### src/rtl/uart_loader_pkg.sv
// Shared types and helpers for the UART boot-frame memory loader.
// The checksum helper is width-generic up to 32 bits so other UART-side blocks can reuse it.
package uart_loader_pkg;

  typedef enum logic [2:0] {IDLE, LEN, DATA, CSUM, DONE, ERR} loader_state_t;

  localparam logic [7:0] DEFAULT_MAGIC = 8'hA5;

  function automatic logic [31:0] csum_add(input logic [31:0] acc,
                                           input logic [31:0] b,
                                           input int unsigned width);
    logic [31:0] sum;
    sum = acc + b;
    return (width >= 32) ? sum : (sum & ((32'd1 << width) - 32'd1));
  endfunction

endpackage

### src/rtl/loader_timeout.sv
// Loadable down-counter used as an inter-byte watchdog.
// It reports expiry while enabled and the count has drained to zero; load wins over clear.
module loader_timeout #(
  parameter int WIDTH = 10
) (
  input  logic             clk,
  input  logic             rst_n,
  input  logic             clear,
  input  logic             load,
  input  logic [WIDTH-1:0] load_value,
  input  logic             enable,
  output logic             expired
);

  logic [WIDTH-1:0] count;

  // NOTE: sequential state uses non-blocking assignments so every flop samples pre-edge values.
  always_ff @(posedge clk or negedge rst_n) begin
    if (!rst_n) begin
      count <= '0;
    end else if (load) begin
      count <= load_value;
    end else if (clear) begin
      count <= '0;
    end else if (enable && count != '0) begin
      count <= count - 1'b1;
    end
  end

  assign expired = enable && (count == '0);

endmodule

### src/rtl/uart_mem_loader.sv
// Parses MAGIC/LEN/payload/checksum boot frames from uart_rx and writes the payload from address 0.
// The CPU stays held until a frame with a good checksum has been fully written.
module uart_mem_loader
  import uart_loader_pkg::*;
#(
  parameter int                    WORD_WIDTH = 8,
  parameter int                    ADDR_WIDTH = 3,
  parameter logic [WORD_WIDTH-1:0] MAGIC      = WORD_WIDTH'(DEFAULT_MAGIC),
  parameter int                    TIMEOUT    = 1024
) (
  input  logic                  clk,
  input  logic                  rst_n,
  input  logic                  rx_valid,
  input  logic [WORD_WIDTH-1:0] rx_data,
  input  logic                  rx_err,
  output logic                  mem_write,
  output logic [ADDR_WIDTH-1:0] mem_addr,
  output logic [WORD_WIDTH-1:0] mem_wdata,
  output logic                  cpu_hold,
  output logic                  busy,
  output logic                  done,
  output logic                  error
);

  localparam int DEPTH = 2**ADDR_WIDTH;
  localparam int TMR_W = $clog2(TIMEOUT);

  loader_state_t         state, state_next;
  logic [ADDR_WIDTH:0]   idx, idx_inc, len_q;
  logic [WORD_WIDTH-1:0] checksum, sum_next;
  logic                  frame_active, len_ok;
  logic                  timer_load, timer_expired;

  assign frame_active = (state == LEN) || (state == DATA) || (state == CSUM);
  assign len_ok       = (rx_data != '0) && (int'(rx_data) <= DEPTH);
  assign idx_inc      = idx + (ADDR_WIDTH+1)'(1);
  assign sum_next     = WORD_WIDTH'(csum_add(32'(checksum), 32'(rx_data), WORD_WIDTH));

  // Loaded with TIMEOUT-1 so the TIMEOUT-th silent cycle is the one that aborts.
  loader_timeout #(.WIDTH(TMR_W)) u_timeout (
    .clk        (clk),
    .rst_n      (rst_n),
    .clear      (!frame_active),
    .load       (timer_load),
    .load_value (TMR_W'(TIMEOUT - 1)),
    .enable     (frame_active),
    .expired    (timer_expired)
  );

  // NOTE: every always_comb output gets a default first so no path can infer a latch.
  always_comb begin
    state_next = state;
    timer_load = 1'b0;
    if (frame_active && rx_err) begin
      state_next = ERR;
    end else if (rx_valid) begin
      case (state)
        IDLE, DONE, ERR: if (rx_data == MAGIC) begin
          state_next = LEN;
          timer_load = 1'b1;
        end
        LEN: begin
          state_next = len_ok ? DATA : ERR;
          timer_load = len_ok;
        end
        DATA: begin
          timer_load = 1'b1;
          if (idx_inc == len_q) state_next = CSUM;
        end
        CSUM:    state_next = (rx_data == checksum) ? DONE : ERR;
        default: state_next = IDLE;
      endcase
    end else if (timer_expired) begin
      state_next = ERR;
    end
  end

  // Status outputs are registered from the next state so they change on the same edge as the FSM.
  always_ff @(posedge clk or negedge rst_n) begin
    if (!rst_n) begin
      state     <= IDLE;
      idx       <= '0;
      len_q     <= '0;
      checksum  <= '0;
      mem_write <= 1'b0;
      mem_addr  <= '0;
      mem_wdata <= '0;
      cpu_hold  <= 1'b1;
      busy      <= 1'b0;
      done      <= 1'b0;
      error     <= 1'b0;
    end else begin
      state     <= state_next;
      busy      <= (state_next == LEN) || (state_next == DATA) || (state_next == CSUM);
      done      <= (state_next == DONE);
      error     <= (state_next == ERR);
      cpu_hold  <= (state_next != DONE);
      mem_write <= 1'b0;
      if (rx_valid && !rx_err) begin
        case (state)
          LEN: if (len_ok) begin
            len_q    <= rx_data[ADDR_WIDTH:0];
            idx      <= '0;
            checksum <= '0;
            mem_addr <= '0;
          end
          DATA: begin
            mem_write <= 1'b1;
            mem_addr  <= idx[ADDR_WIDTH-1:0];
            mem_wdata <= rx_data;
            idx       <= idx_inc;
            checksum  <= sum_next;
          end
          default: ;
        endcase
      end
    end
  end

endmodule

### config.mk
export PLATFORM = sky130hd
export DESIGN_NAME = uart_mem_loader
export DESIGN_NICKNAME = d
export VERILOG_FILES = /design/src/rtl/uart_loader_pkg.sv /design/src/rtl/loader_timeout.sv /design/src/rtl/uart_mem_loader.sv
export SDC_FILE = /design/constraint.sdc
export NUM_CORES = 1
export LEC_CHECK = 0
export ABC_AREA = 1
export CORE_MARGIN = 8
export CORE_UTILIZATION = 37
export DETAILED_ROUTE_END_ITERATION = 7
export GPL_ROUTABILITY_DRIVEN = 0
export SETUP_SLACK_MARGIN = 0.02
export SYNTH_ARGS = -nofsm -noshare
export SYNTH_HDL_FRONTEND = slang
export SYNTH_HIERARCHICAL = 1
export SYNTH_SLANG_ARGS = --single-unit
### constraint.sdc
create_clock -name clk -period 3.75 [get_ports clk]
set_input_delay 0.75 -clock clk [delete_from_list [all_inputs] [get_ports clk]]
set_output_delay 0.75 -clock clk [all_outputs]
set_load 0.02 [all_outputs]
==> flow_metrics.env <==
export IMPL_status="finished, final reports clean"
export IMPL_vias=2379
export IMPL_numCtsBuffers=5
export IMPL_drv_cap=0
export IMPL_finalSetupViolCount=0
export IMPL_crit_type="in -> reg"
export IMPL_rrSetupSlack_ns=1.21
export IMPL_insertion_delay_ns=0.30
export IMPL_routedWlPerCell_um=12.22
export IMPL_syn_area_per_cell_sq_um=7.456
export IMPL_cts_root_buf="clkbuf_8"
export IMPL_routed_wl_um=6195
export IMPL_layout_nets=429
export IMPL_swShare=0.4648
export IMPL_ctsLongestPathBuffers=2
export IMPL_syn_to_final_growth_pct=18.24
export IMPL_endpoint="u_timeout/count[8]$_DFFE_PN0P_"
export IMPL_syn_cell_area_sq_mm=0.002744
export IMPL_rsz0062_at_grt="no"
export IMPL_yosysSeqAreaShare=0.4109
export IMPL_synth_edf_count=0
export IMPL_detail_route_antenna_nets=0
export IMPL_critPathMaxFanout=11
export IMPL_yosysUniqueCellTypes=38
export IMPL_ioPinCount=28
export IMPL_maxSlewHeadroom=0.3254
export IMPL_synthCells=368
export IMPL_dieArea_sq_mm=0.01043
export IMPL_vias_per_cell=4.692
export IMPL_die_h_um=102.1
export IMPL_clkTransAtPathRegs_ns=0.10
export IMPL_cts_tree="built"
export IMPL_async_reset_ff_frac=1.000
export IMPL_clock_fmax_ghz=0.3596
export IMPL_power_frac_seq=0.325
export IMPL_clock_power_share=0.132
export IMPL_portBuffers=27
export IMPL_gr_total_overflow=0
export IMPL_period_share=0.7415
export IMPL_dieWidth_um=102.1
export IMPL_track_usage=0.1269
export IMPL_rows=31
export IMPL_synthFlopType="dfrtp_1"
export IMPL_worst_slew_pin_slew_ns=1.012
export IMPL_num_antenna_cells=0
export IMPL_finalHoldViolations=0
export IMPL_post_cts_resized=0
export IMPL_drive_above_1_share=0.1029
export IMPL_total_power_uw=2461
export IMPL_leakagePower_uw=0.001629
export IMPL_hold_buffers=0
export IMPL_hold_path_class="reg -> reg"
export IMPL_clock_sinks=45
export IMPL_power_density_mw_per_mm2=758.7
export IMPL_cts_setup_buffers=0
export IMPL_finClkSkew_ns=0.008315
export IMPL_cts_max_level=2
export IMPL_p_comb_frac=0.543
export IMPL_ys_ff_latch=45
export IMPL_core_area_sq_mm=0.007214
export IMPL_grt_pass1_vias=2262
export IMPL_drc_errors=0
export IMPL_peakVddDrop_mv=0.2955
export IMPL_ff2ff_path_depth=13
export IMPL_rr_startpoint="state[0]$_DFF_PN0_"
export IMPL_grt_max_degree=46
export IMPL_cp_data_arrival_time_ns=3.02
export IMPL_internal_power_uw=1317
export IMPL_crit_start="rx_data[1]"
export IMPL_initial_core_util=0.3803
export IMPL_cp_start_kind="primary input"
export IMPL_timing_final_crit_period_ns=2.781
export IMPL_yosysWarnings=6
export IMPL_antenna_found_initial=0
export IMPL_r2r_end="busy$_DFF_PN0_"
export IMPL_dpl_hpwl_um=4654
export IMPL_p_sw_uw=1144
export IMPL_slew_viol_final=0
export IMPL_required_ns=3.99
export IMPL_setup_tns_ns=0
export IMPL_cp_end_kind="register"
export IMPL_grt_first_pass_wirelength_um=10490
export IMPL_dr_first_iter_drc_count=131
export IMPL_firstDrtPassIters=4
## state kept, by name (all words and copies together) (netlist names), 3 cells and up
| register | count |
|---|---|
| mem_wdata | 8 |
| idx | 4 |
| u_timeout/count | 10 |
| len_q | 4 |
| mem_addr | 3 |
| checksum | 8 |
| state | 3 |
## synthesized netlist by cell type, types with 3 or more instances
cell type  number  area share
dfrtp_1        44        0.40
nand2_4         3       0.012
ha_1            9       0.041
a21oi_1        13       0.024
clkbuf_1        4      0.0055
o21ai_0        30       0.055
inv_2           4      0.0055
nor2_4          7       0.029
nand2_1       110        0.15
inv_1          42       0.057
nor2_1         32       0.044
nand3_1        37       0.067
or2_2           3      0.0068
## metrics by stage
| step | worst slack (ns) | std cells | hold slack (ns) | utilization | instance area [sq um] |
|---|---|---|---|---|---|
| floorplan | 1.635 | 377 | 0.4544 | - | 2778 |
| global placement | 0.7635 | 499 | 0.4697 | 0.4367 | 3151 |
| detailed placement | 0.7093 | 499 | 0.4808 | 0.4367 | 3151 |
| CTS | 1.014 | 507 | 0.5062 | 0.4497 | 3244 |
| global route | 0.6989 | 507 | 0.5287 | 0.4497 | 3244 |
| finish | 0.9694 | 507 | 0.4980 | 0.4497 | 3244 |
## how the worst min path moves through the flow
stage / cells past startpoint / startpoint / end
finish: 2 / mem_wdata[0]$_DFFE_PN0P_ / mem_wdata[0]$_DFFE_PN0P_
global placement: 2 / mem_wdata[5]$_DFFE_PN0P_ / mem_wdata[5]$_DFFE_PN0P_
global route: 2 / mem_wdata[1]$_DFFE_PN0P_ / mem_wdata[1]$_DFFE_PN0P_
detailed placement: 2 / mem_wdata[5]$_DFFE_PN0P_ / mem_wdata[5]$_DFFE_PN0P_
floorplan: 0 / rst_n / busy$_DFF_PN0_
CTS: 2 / mem_wdata[5]$_DFFE_PN0P_ / mem_wdata[5]$_DFFE_PN0P_
## placed cells by master, fill, tap and decap left out, types with 2 or more instances in the layout
cell type / netlist / routed
nand2_1: 110 / 110
clkbuf_8: 0 / 5
inv_2: 4 / 4
conb_1: 1 / 10
dfrtp_1: 44 / 44
ha_1: 9 / 9
or2_2: 3 / 3
nand4_1: 2 / 2
clkdlybuf4s50_1: 0 / 26
o21ai_2: 2 / 2
nand3_1: 37 / 37
buf_4: 0 / 2
o21ai_0: 30 / 30
inv_1: 42 / 42
a21oi_1: 13 / 13
o21ai_1: 2 / 2
nor2_1: 32 / 32
nand3_2: 2 / 2
nor2_4: 7 / 7
nand2_4: 3 / 3
nor2_2: 2 / 2
## critical path, cell delays in order
cell,delay [ns]
clkdlybuf4s50_1,0.49
nor2_1,0.18
nand3_1,0.09
nand3_1,0.12
nand2_1,0.11
nand2_1,0.09
nand2_1,0.05
nand3_1,0.07
inv_1,0.17
nor2_4,0.28
inv_2,0.12
nor2_4,0.12
nand3_2,0.07
o21ai_0,0.17
nand2_1,0.07
nand2_1,0.06
## layout make-up
cell class                      count  area (sq um)
Timing Repair Buffer               29         280.3
Inverter                           49         187.7
Tap cell                           99         123.9
Fill cell                         760          3970
Clock buffer                        5         68.82
Multi-Input combinational cell    277          1431
Sequential cell                    45          1127
Clock inverter                      3         25.02
## per-layer routing
metal,GRT usage,wire [um],vias to the layer above
li1,-,-,1239
met1,0.1678,3018,1094
met2,0.1989,2906,40
met3,0.02316,200,6
met4,0.05192,70,0
met5,0,0,-
## cells by family after synthesis
logic type,synth area share
adders and majority gates,0.04834
other,0.001367
xor gates and xnor gates,0.006385
DFF,0.4109
buffers and inverters,0.07979
AOI/OAI and AO/OA,0.09667
and+or+nand+nor,0.3566
## power groups by stage
| stage | Clock, uW | Combinational [uW] | Sequential, uW |
|---|---|---|---|
| finish | 325 | 1340 | 799 |
| global route | 355 | 1500 | 825 |
| CTS | 339 | 1350 | 802 |
| detailed placement | 0 | 1340 | 810 |
| global placement | 0 | 1330 | 810 |
| floorplan | 0 | 922 | 872 |
(Power assumes the default switching activity.)
